===== config.mk =====
export PLATFORM = sky130hd
export DESIGN_NAME = conn90_pin_tx
export DESIGN_NICKNAME = d
export VERILOG_FILES = /design/src/rtl/conn90_pkg.sv /design/src/rtl/conn90_sync2.sv /design/src/rtl/conn90_pin_tx.sv
export SDC_FILE = /design/constraint.sdc
export NUM_CORES = 1
export LEC_CHECK = 0
export ABC_AREA = 1
export BUFFER_PORTS_ARGS = -buffer_cell sky130_fd_sc_hd__buf_2
export CAP_MARGIN = 20
export CORE_MARGIN = 2
export CORE_UTILIZATION = 48
export DETAILED_ROUTE_END_ITERATION = 12
export HOLD_SLACK_MARGIN = 0.1
export PLACE_DENSITY = 0.87
export SYNTH_ARGS = -nofsm -noshare
export SYNTH_HDL_FRONTEND = slang
export SYNTH_SLANG_ARGS = --single-unit

===== constraint.sdc =====
create_clock -name CLK -period 1.51 [get_ports CLK]
set_input_delay 0.302 -clock CLK [delete_from_list [all_inputs] [get_ports CLK]]
set_output_delay 0.302 -clock CLK [all_outputs]
set_load 0.01 [all_outputs]

===== src/rtl/conn90_pkg.sv =====
// conn90_pkg: shared states and helpers for the 90-pin connector transmitter and receiver
package conn90_pkg;

    typedef enum logic [2:0] {
        IDLE,
        SETUP,
        STROBE,
        WAIT_HI,
        WAIT_LO
    } state_e;

    function automatic int clog2(input int v);
        int r;
        r = 0;
        while ((1 << r) < v) r++;
        return r;
    endfunction

    function automatic int beats(input int data_w, input int bus_w);
        return data_w / bus_w;
    endfunction

endpackage


===== src/rtl/conn90_sync2.sv =====
// conn90_sync2: two-flop synchroniser for a single asynchronous control line
module conn90_sync2 (
    input  logic clk_i,
    input  logic rst_ni,
    input  logic d_i,
    output logic q_o
);

    logic [1:0] s_q;

    // shift the async input through two flops before anything looks at it
    always_ff @(posedge clk_i or negedge rst_ni) begin
        if (!rst_ni) s_q <= '0;
        else s_q <= {s_q[0], d_i};
    end

    assign q_o = s_q[1];

endmodule


===== src/rtl/conn90_pin_tx.sv =====
// conn90_pin_tx: splits local words into connector beats sent with a four-phase strobe/ack handshake
module conn90_pin_tx
    import conn90_pkg::*;
#(
    parameter int DATA_W      = 32,
    parameter int BUS_W       = 16,
    parameter int ACK_TIMEOUT = 255
) (
    input  logic              CLK,
    input  logic              RST_N,
    input  logic [DATA_W-1:0] TX_DATA,
    input  logic              TX_VALID,
    output logic              TX_READY,
    output logic [BUS_W-1:0]  BUS_D,
    output logic              BUS_OE,
    output logic              BUS_STB,
    output logic              BUS_LAST,
    input  logic              BUS_ACK,
    output logic              BUSY,
    output logic              ERR_TIMEOUT
);

    localparam int BEATS  = beats(DATA_W, BUS_W);
    localparam int BEAT_W = BEATS > 1 ? clog2(BEATS) : 1;
    localparam int CNT_W  = clog2(ACK_TIMEOUT + 1);
    localparam logic [BEAT_W-1:0] LAST_BEAT = BEAT_W'(BEATS - 1);
    localparam logic [CNT_W-1:0]  CNT_MAX   = CNT_W'(ACK_TIMEOUT);

    state_e              state_q, state_d;
    logic [DATA_W-1:0]   sr_q, sr_d;
    logic [BEAT_W-1:0]   beat_q, beat_d;
    logic [CNT_W-1:0]    cnt_q, cnt_d;
    logic                err_q, err_d;
    logic                ack_s;
    logic                in_wait;
    logic                timeout;

    conn90_sync2 u_ack_sync (
        .clk_i (CLK),
        .rst_ni(RST_N),
        .d_i   (BUS_ACK),
        .q_o   (ack_s)
    );

    assign in_wait = (state_q == WAIT_HI) || (state_q == WAIT_LO);
    assign timeout = in_wait && (cnt_q == CNT_MAX);

    // handshake sequencing; a timeout wins over a same-cycle ack so an abort is never half-taken
    always_comb begin
        state_d = state_q;
        sr_d    = sr_q;
        beat_d  = beat_q;
        err_d   = 1'b0;
        case (state_q)
            IDLE: begin
                if (TX_VALID) begin
                    sr_d    = TX_DATA;
                    beat_d  = '0;
                    state_d = SETUP;
                end
            end
            SETUP:  state_d = STROBE;
            STROBE: state_d = WAIT_HI;
            WAIT_HI: begin
                if (timeout) begin
                    err_d   = 1'b1;
                    state_d = IDLE;
                end else if (ack_s) begin
                    state_d = WAIT_LO;
                end
            end
            WAIT_LO: begin
                if (timeout) begin
                    err_d   = 1'b1;
                    state_d = IDLE;
                end else if (!ack_s) begin
                    if (beat_q == LAST_BEAT) begin
                        state_d = IDLE;
                    end else begin
                        sr_d    = sr_q >> BUS_W;
                        beat_d  = beat_q + 1'b1;
                        state_d = SETUP;
                    end
                end
            end
            default: state_d = IDLE;
        endcase
        cnt_d = (in_wait && state_d == state_q) ? cnt_q + 1'b1 : '0;
    end

    // state, data and counters; async reset so the pins release the moment reset lands
    always_ff @(posedge CLK or negedge RST_N) begin
        if (!RST_N) begin
            state_q <= IDLE;
            sr_q    <= '0;
            beat_q  <= '0;
            cnt_q   <= '0;
            err_q   <= 1'b0;
        end else begin
            state_q <= state_d;
            sr_q    <= sr_d;
            beat_q  <= beat_d;
            cnt_q   <= cnt_d;
            err_q   <= err_d;
        end
    end

    assign TX_READY    = state_q == IDLE;
    assign BUSY        = state_q != IDLE;
    assign BUS_OE      = state_q != IDLE;
    assign BUS_STB     = (state_q == STROBE) || (state_q == WAIT_HI);
    assign BUS_D       = BUS_OE ? sr_q[BUS_W-1:0] : '0;
    assign BUS_LAST    = BUS_OE && (beat_q == LAST_BEAT);
    assign ERR_TIMEOUT = err_q;

endmodule


=== Yosys cells after proc, flatten, opt, wreduce, memory -nomap -nowiden ===
Cells that the tools add are included.

* $add $sub $neg: 2
* Multiply operators: 0
* Divide/modulo/power cells: 0
* Order comparisons: 0
* Equal/unequal tests: 10
* Shifts and indexed selects: 0
* Multiplexer cells: 21
* Bitwise logic cells: 0
* Reductions and logical operators: 11

{| class="wikitable"
|+ Operators with widths
! cell !! number
|-
| $mux 32 || 4
|-
| $pmux 32 s2 || 1
|-
| $mux 16 || 1
|-
| $mux 3 || 5
|-
| $pmux 3 s5 || 1
|-
| $add 8x1->8 const B || 1
|-
| $eq 8x8->1 const B || 1
|-
| $mux 8 || 1
|-
| $ne 2x2->1 const B || 4
|-
| $mux 1 || 7
|-
| $eq 3x2->1 const B || 2
|-
| $reduce_and 5->1 || 1
|-
| $reduce_and 4->1 || 1
|-
| $eq 3x1->1 const B || 1
|-
| $eq 3x3->1 || 1
|-
| $eq 3x3->1 const B || 1
|-
| $logic_and 1x1->1 || 3
|-
| $logic_not 3->1 || 1
|-
| $reduce_bool 3->1 || 1
|-
| $logic_or 1x1->1 || 2
|-
| $pmux 1 s2 || 1
|-
| $reduce_bool 2->1 || 1
|-
| $reduce_or 2->1 || 1
|-
| $add 1x1->1 const B || 1
|}

* Register bits after elaboration: 47
* Bits in latches: 0
* RAM bits: 0
* Memory bits (read-only): 0
* Input port bits: 36
* Output and inout bits: 22
* Word-level logic and storage cells: 50
* Memories: 0

=== Depth between registers and ports, before layout ===
Gate-level depths: netlist of the first run.

* Depth after elaboration: 8
* Gate-level depth with buffers: 10
* Mapped depth without buffers: 9

=== Modules after synthesis ===
From an unflattened synthesis of the first run, not the netlist that was laid out.

* Cells, all modules: 339
* Area, all modules: 2,437.3 um^2

{| class="wikitable"
|+ By module, submodules not included
! module !! times used !! cells each !! area an instance (um^2) !! seq. area each (um^2)
|-
| conn90_pin_tx || 1 || 337 || 2,387.3 || 1,126.1
|-
| conn90_sync2 || 1 || 2 || 50.0 || 50.0
|}

=== Least setup slack after synthesis of the first run ===
Ideal clock, no wire load.

* Kind: register to output
* Start point: reg state_q[1]
* End point: out BUS_OE
* Arrival: 1,324 ps
* Data required time: 1,208 ps
* Slack: -116 ps
* Stages on the path, launching flop included: 8
* Buffers on the path: 3
* Cells stage by stage: dfrtp_1 -> inv_2 -> nand2_2 -> nor2_1 -> buf_2 -> buf_2 -> inv_1 -> buf_4

* Longest elaborated chain between the ends: 1

{| class="wikitable"
|+ RTL lines
! element !! line !! RTL
|-
| from (decl) || conn90_pin_tx.sv:29 || <nowiki>state_e state_q, state_d;</nowiki>
|-
| from (signal assigned) || conn90_pin_tx.sv:100 || <nowiki>state_q <= state_d;</nowiki>
|-
| $reduce_bool 3->1 || n/a ||
|-
| to (decl) || conn90_pin_tx.sv:15 || <nowiki>output logic BUS_OE,</nowiki>
|}

Every way passes these cells.

=== Worst setup path after layout of the first run ===
* Start point: reg state_q[0]
* End point: out BUS_D[0]

* Longest elaborated chain between the ends: 2

{| class="wikitable"
|+ RTL lines
! element !! line !! RTL
|-
| $reduce_bool 3->1 || conn90_pin_tx.sv:110 || <nowiki>assign BUS_OE = state_q != IDLE;</nowiki>
|-
| $mux 16 || conn90_pin_tx.sv:112 || <nowiki>assign BUS_D = BUS_OE ? sr_q[BUS_W-1:0] : '0;</nowiki>
|-
| to (decl) || conn90_pin_tx.sv:14 || <nowiki>output logic [BUS_W-1:0] BUS_D,</nowiki>
|}

Every way passes these cells.

==> results.py, run 1 <==
metrics = {
    "synth": {
        "yosys_register_bits": 47,
        "async_reset_ff_frac": 1.00,
        "synthTopCellsByCount": "111 x nand2_1, 47 x dfrtp_1, 27 x inv_1",
        "yosys_most_used_dff": "dfrtp_1",
        "yosysMostFrequentCell": "nand2_1",
        "synth_seq_area_share": 0.484,
        "synth_area_sq_mm": 0.00243,
        "synth_nets": 334,
        "ys_types": 28,
        "ys_top_cells_by_area": "dfrtp_1 48%, nand2_1 17%, nand3_2 7.0%, inv_1 4.2%, nor2_1 4.0%",
        "synth_top_area_frac": 0.484,
        "synth_top_area_cell": "dfrtp_1",
        "ys_warn_count": 0,
        "synth-edff-count": 0,
        "syn-instance-count": 297,
        "avgSynthCellArea_sq_um": 8.18,
    },
    "die": {
        "die_h_microns": 75.1,
        "start_util": 0.507,
        "row_count": 25,
        "pin_count": 58,
        "fp.dieArea_sq_mm": 0.00564,
        "coreArea_sq_mm": 0.00479,
        "die_width_microns": 75.1,
    },
    "place": {
        "gp_congestion": 0.875,
        "io_buffer_count": 57,
        "dp_hpwl_microns": 4000,
    },
    "setup_path": {
        "end_kind": "output pin",
        "ff2ff_path_depth": 10,
        "crit_path_end": "BUS_D[0]",
        "r2r_slack_ns": -0.14,
        "crit_start": "state_q[0]",
        "critPathKind": "flop to output pin",
        "path_max_fanout": 5,
        "reg2reg_from": "state_q[0]",
        "arrival_ns": 1.39,
        "timing.rr.end": "sr_q[22]",
        "worst_setup_path_start_kind": "flop",
        "cp.required_ns": 1.21,
    },
    "cells_and_area": {
        "post-route-util": 0.728,
        "multiInputGateArea_sq_mm": 0.00121,
        "fin_nets": 423,
        "diodes": 0,
        "regArea_sq_mm": 0.00118,
        "drive_gt1_frac": 0.426,
        "fillers": 284,
        "syn_to_final_growth_pct": 43.4,
    },
    "sta": {
        "period_minus_slack_ns": 1.69,
        "setup_tns_ns": -5.35,
        "fin_crit_sh": 1.12,
        "fin_worst_skew_ns": 0.00698,
        "setup_ws_ns": -0.183,
        "slew_headroom": 0.820,
        "hold_viol_final": 0,
        "rsz0062_at_grt": "yes",
        "worst_pin_slew_ns": 0.268,
        "setup_violations": 59,
        "fmax_mhz": 591,
        "hold_slack_ns": 0.206,
        "final_max_slew_viol_count": 0,
    },
    "cts": {
        "cts_made_buffers": 5,
        "cts_buffer_depth": 2,
        "cts_sinks": 47,
        "cts_tree": "done",
        "cts.clk_slew.worst_paths_ns": 0.08,
        "root_buffer": "clkbuf_8",
        "cts_max_level": 2,
        "clk_latency_ns": 0.32,
    },
    "detailed_routing": {
        "via_count": 2456,
        "ant_nets": 0,
        "wirelength_microns": 8020,
        "wl_per_cell_microns": 17.7,
        "drcViolationCount": 0,
        "drt_iter0_drc": 366,
        "routed_via_density": 5.41,
        "dr.pass1.iters": 6,
    },
    "run": {
        "maxCapViolations": 0,
    },
    "pwr": {
        "p_sw_frac": 0.423,
        "clockPowerShare": 0.163,
        "switchingPower_mw": 2.86,
        "ir_worst_vdd_uv": 1420,
        "p_leak_nw": 1.80,
        "p_seq_frac": 0.300,
        "power.density_mw_per_mm2": 1940,
        "combPwrFrac": 0.537,
        "internal_power_mw": 3.90,
    },
    "grt": {
        "grt_overflow": 0,
        "grt_max_degree": 48,
        "grt_pass1_vias": 2345,
        "grt_pass1_wl_microns": 11000,
        "grt_antenna_before_repair": 0,
        "track_usage": 0.271,
    },
    "status": {
        "status": "finished, violations left",
        "violations": "negative setup slack",
    },
    "min_path": {
        "hold_path.class": "input pin to flop",
    },
}
## metrics by stage
stage | setup slack, ns | instance area (sq um) | cells | power [mW]
after global routing | -0.207 | 3480 | 454 | 7.06
after CTS | -0.160 | 3280 | 446 | 6.18
final | -0.183 | 3480 | 454 | 6.76
after global placement | 0.0160 | 2860 | 421 | 4.32
after detailed placement | -0.0898 | 2860 | 421 | 4.46
after floorplan | 0.0135 | 2440 | 297 | 3.62
## repair_timing
action,4_1_cts,5_1_grt
pin swaps,9,14
buffers inserted,13,7
endpoints found under the hold margin,48,0
setup endpoints to repair,55,60
gates resized for setup,32,28
gates cloned,3,1
hold buffers,2,0
## cell type report
| type | count | share of cell area |
|---|---|---|
| clock buffer | 6 | 0.0208 |
| clock inverter | 2 | 0.0172 |
| inverter | 33 | 0.0392 |
| multi-input combinational | 204 | 0.348 |
| sequential | 47 | 0.338 |
| tap | 67 | 0.0241 |
| timing repair buffer | 95 | 0.212 |
## state kept, by name, summed over array words and instances, names as in the netlist
| name | cells |
|---|---|
| u_ack_sync.s_q | 2 |
| state_q | 3 |
| ERR_TIMEOUT | 1 |
| sr_q | 32 |
| cnt_q | 8 |
| beat_q | 1 |
## logic make-up after synthesis
logic type      after synthesis  share of synthesized area
xor+xnor                      4                     0.0144
fa+ha+maj                     1                    0.00515
compound gates               20                     0.0495
buf+inv                      46                     0.0907
simple gates                179                      0.356
flops                        47                      0.484
## critical path, stage by stage (launching register included)
cell and delay [ns]:
dfrtp_1 0.40, inv_2 0.09, nand2_4 0.07, nor2_4 0.14, buf_4 0.17, nor2_1 0.06, buf_2 0.14
## power groups by stage
stage / sequential (mW) / clock [mW] / combinational, mW
6_report: 2.03 / 1.10 / 3.63
2_1_floorplan: 1.92 / 0 / 1.70
4_1_cts: 1.96 / 1.09 / 3.12
3_5_place_dp: 1.98 / 0 / 2.48
3_3_place_gp: 1.95 / 0 / 2.37
5_1_grt: 2.05 / 1.15 / 3.86
## worst min-delay path by stage
| stage | startpoint | end | depth (start not counted) |
|---|---|---|---|
| 2_1_floorplan | RST_N | ERR_TIMEOUT | 0 |
| 6_report | TX_DATA[27] | sr_q[27] | 3 |
| 4_1_cts | TX_DATA[27] | sr_q[27] | 3 |
| 5_1_grt | TX_DATA[30] | sr_q[30] | 3 |
| 3_3_place_gp | RST_N | sr_q[1] | 2 |
| 3_5_place_dp | RST_N | sr_q[1] | 2 |
## layout by cell type (no fill, tap or decap), types with 2 or more instances in the layout
master | Yosys | layout
nand2_1 | 111 | 103
buf_2 | 7 | 55
dfrtp_1 | 47 | 46
inv_1 | 27 | 26
buf_4 | 2 | 22
nand3_2 | 17 | 17
nor2_1 | 26 | 17
o21ai_0 | 12 | 11
nor3_2 | 0 | 7
buf_6 | 1 | 7
nand2_4 | 2 | 6
nor2_2 | 1 | 6
buf_12 | 0 | 6
nor2_4 | 1 | 5
nand2_2 | 2 | 5
nand3_1 | 7 | 5
clkbuf_8 | 0 | 5
inv_2 | 5 | 4
o21ai_2 | 4 | 4
a21oi_1 | 3 | 3
xor2_1 | 3 | 3
inv_4 | 0 | 2
nand3_4 | 0 | 2
bufinv_16 | 0 | 2
buf_16 | 0 | 2
dlygate4sd3_1 | 0 | 2
## routing by layer
metal | global-route usage | up-vias | wire length (microns)
met5 | 0 | - | 0
met4 | 0.172 | 0 | 450
met3 | 0.0602 | 43 | 692
met2 | 0.445 | 180 | 3940
met1 | 0.322 | 1141 | 2940
li1 | - | 1092 | -
(Power assumes the default switching activity.)
==> run 2, diff against run 1 <==
--- a/config.mk
+++ b/config.mk
@@ -9,10 +9,11 @@
 export BUFFER_PORTS_ARGS = -buffer_cell sky130_fd_sc_hd__buf_2
 export CAP_MARGIN = 20
 export CORE_MARGIN = 2
-export CORE_UTILIZATION = 48
+export CORE_UTILIZATION = 53
 export DETAILED_ROUTE_END_ITERATION = 12
 export HOLD_SLACK_MARGIN = 0.1
-export PLACE_DENSITY = 0.87
+export PLACE_DENSITY = 0.9
+export SETUP_SLACK_MARGIN = 0.1
 export SYNTH_ARGS = -nofsm -noshare
 export SYNTH_HDL_FRONTEND = slang
 export SYNTH_SLANG_ARGS = --single-unit
==> constraint.sdc (replaced) <==
create_clock -name CLK -period 1.9 [get_ports CLK]
set_input_delay 0.38 -clock CLK [delete_from_list [all_inputs] [get_ports CLK]]
set_output_delay 0.38 -clock CLK [all_outputs]
set_load 0.01 [all_outputs]
==> run 2 against run 1 <==
  * The flow now finishes without violations
  * Sequential cell count unchanged
  * Combinational power decreased by 39%
  * Critical path depth unchanged
  * Clock skew increased by 0.0014 ns
  * Total power decreased by 34%
  * Global-route usage decreased by 4.2 points
  * Clock-buffer cell count increased by 1
  * Design area decreased by 13%
  * Largest cell class is now registers
  * Highest routed layer unchanged
==> results.py, run 2 (synthesis results as in run 1) <==
metrics = {
    "cells_and_area": {
        "largest_reg_flops": 32,
        "diodes": 0,
        "drive_gt1_frac": 0.339,
        "fillers": 310,
        "largest-register": "sr_q",
        "final_common_cell": "nand2_1",
        "fin_nets": 399,
        "reg_top3": "sr_q x32, cnt_q x8, state_q x3",
        "syn_to_final_growth_pct": 24.1,
        "post-route-util": 0.688,
        "final_cell_mix": "111 x nand2_1, 55 x buf_2, 47 x dfrtp_1",
    },
    "pwr": {
        "ir_worst_vdd_uv": 752,
        "p_leak_nw": 1.60,
        "power.density_mw_per_mm2": 1480,
    },
    "sta": {
        "hold_viol_final": 0,
        "setup_violations": 0,
        "period_minus_slack_ns": 1.79,
        "fin_worst_skew_ns": 0.00842,
        "setup_tns_ns": 0,
        "fmax_mhz": 558,
        "slew_headroom": 0.640,
        "rsz0062_at_grt": "yes",
        "final_max_slew_viol_count": 0,
        "fin_crit_sh": 0.943,
        "worst_pin_slew_ns": 0.539,
    },
    "detailed_routing": {
        "drt_iter0_drc": 133,
        "ant_nets": 0,
        "dr.pass1.iters": 4,
        "wirelength_microns": 5630,
        "drcViolationCount": 0,
        "routed_via_density": 5.16,
        "via_count": 2141,
        "wl_per_cell_microns": 13.6,
    },
    "setup_path": {
        "end_kind": "output pin",
        "crit_family": "flip-flops",
        "critical_path_buf_inv_count": 3,
        "slowest_delay_ns": 0.40,
        "critPathKind": "flop to output pin",
        "cp.required_ns": 1.52,
        "arrival_ns": 1.41,
        "worst_setup_path_start_kind": "flop",
        "r2r_slack_ns": 0.23,
        "crit_path_top_delay_cell": "dfrtp_1",
        "path_cells": "inv_2, nand2_4, nor2_4, buf_6, nor2_1, buf_2",
        "path_max_fanout": 5,
    },
    "die": {
        "coreArea_sq_mm": 0.00438,
        "die_h_microns": 71.7,
        "start_util": 0.554,
        "die_width_microns": 71.7,
        "fp.dieArea_sq_mm": 0.00514,
        "row_count": 24,
        "pin_count": 58,
    },
    "cts": {
        "cts_max_level": 2,
        "root_buffer": "clkbuf_8",
        "clk_latency_ns": 0.30,
        "cts_tree": "done",
        "cts_made_buffers": 5,
        "cts_sinks": 47,
        "cts.clk_slew.worst_paths_ns": 0.08,
        "cts_buffer_depth": 2,
    },
    "place": {
        "gp_congestion": 0.846,
        "io_buffer_count": 57,
        "dp_hpwl_microns": 3730,
    },
    "grt": {
        "grt_pass1_wl_microns": 9090,
        "grt_pass1_vias": 2009,
        "track_usage": 0.229,
        "grt_antenna_before_repair": 0,
        "grt_overflow": 0,
        "grt_max_degree": 28,
    },
    "min_path": {
        "hold_path.class": "input pin to flop",
    },
    "status": {
        "status": "finished, final reports clean",
    },
    "run": {
        "maxCapViolations": 0,
    },
}
[run 2: cell types whose count changed in the layout (fill, tap and decap cells not counted), moves of 3 or more]
cell,delta
buf_12,-3
buf_4,-15
nand2_1,+8
nand2_2,-4
nand2_4,-4
nor3_1,+8
nor3_2,-7
[run 2: final cells by class]
type	instances	area, sq um	share of cell area
clock inverters	1	7.51	0.00249
well taps	52	65.1	0.0216
inverters	33	124	0.0411
flip-flops and latches	47	1180	0.390
multi-input cells	204	1090	0.362
repair buffers	71	454	0.151
clock buffers	7	96.3	0.0320
[run 2: worst register-to-register path: cells and delay by family, from the launching register on]
family,cells,cell delay (ns)
simple gates,6,0.65
flops,1,0.41
buf+inv,2,0.25
fa+ha+maj,1,0.24
[run 2: repair_timing]
item | in CTS | in global routing
pin swaps | 1 | 2
gates cloned | 2 | 1
endpoints found under the setup margin | 20 | 26
endpoints found under the hold margin | 23 | 0
gates resized for setup | 7 | 17
hold buffers | 1 | 0
setup buffers | 2 | 2
[run 2: stage by stage]
stage	instance area, sq um	power, mW	setup WS, ns	hold slack, ns	cells
3_3_place_gp	2770	3.33	0.302	0.336	399
2_1_floorplan	2430	2.85	0.196	0.0844	297
3_5_place_dp	2770	3.40	0.250	0.346	399
6_report	3010	4.45	0.109	0.184	415
5_1_grt	3010	4.77	0.0383	0.182	415
4_1_cts	2930	4.22	0.118	0.182	412
[run 2: worst paths after layout]
path / startpoint / endpoint / cells after the start
hold reg to reg: u_ack_sync.s_q[0] / u_ack_sync.s_q[1] / 0
setup / recovery: state_q[0] / BUS_LAST / 6
setup reg to reg: cnt_q[0] / sr_q[22] / 9
hold / removal: BUS_ACK / u_ack_sync.s_q[0] / 1
min in group asynchronous: RST_N / state_q[1] / 2
max in group asynchronous: RST_N / sr_q[11] / 3
[run 2: where the power goes]
| part | total (mW) | switching [mW] | leakage [nW] | internal (mW) |
|---|---|---|---|---|
| registers | 1.56 | 0.184 | 0.598 | 1.38 |
| clock network | 0.653 | 0.322 | 0.0505 | 0.331 |
| logic | 2.23 | 1.36 | 0.955 | 0.870 |
[run 2: routing by layer]
| layer | track usage | vias up | wire length [microns] | part of all wire |
|---|---|---|---|---|
| li1 | - | 1047 | - | - |
| met1 | 0.305 | 988 | 2270 | 0.40 |
| met2 | 0.353 | 88 | 2790 | 0.50 |
| met3 | 0.0549 | 18 | 411 | 0.073 |
| met4 | 0.109 | 0 | 150 | 0.027 |
| met5 | 0 | - | 0 | 0 |
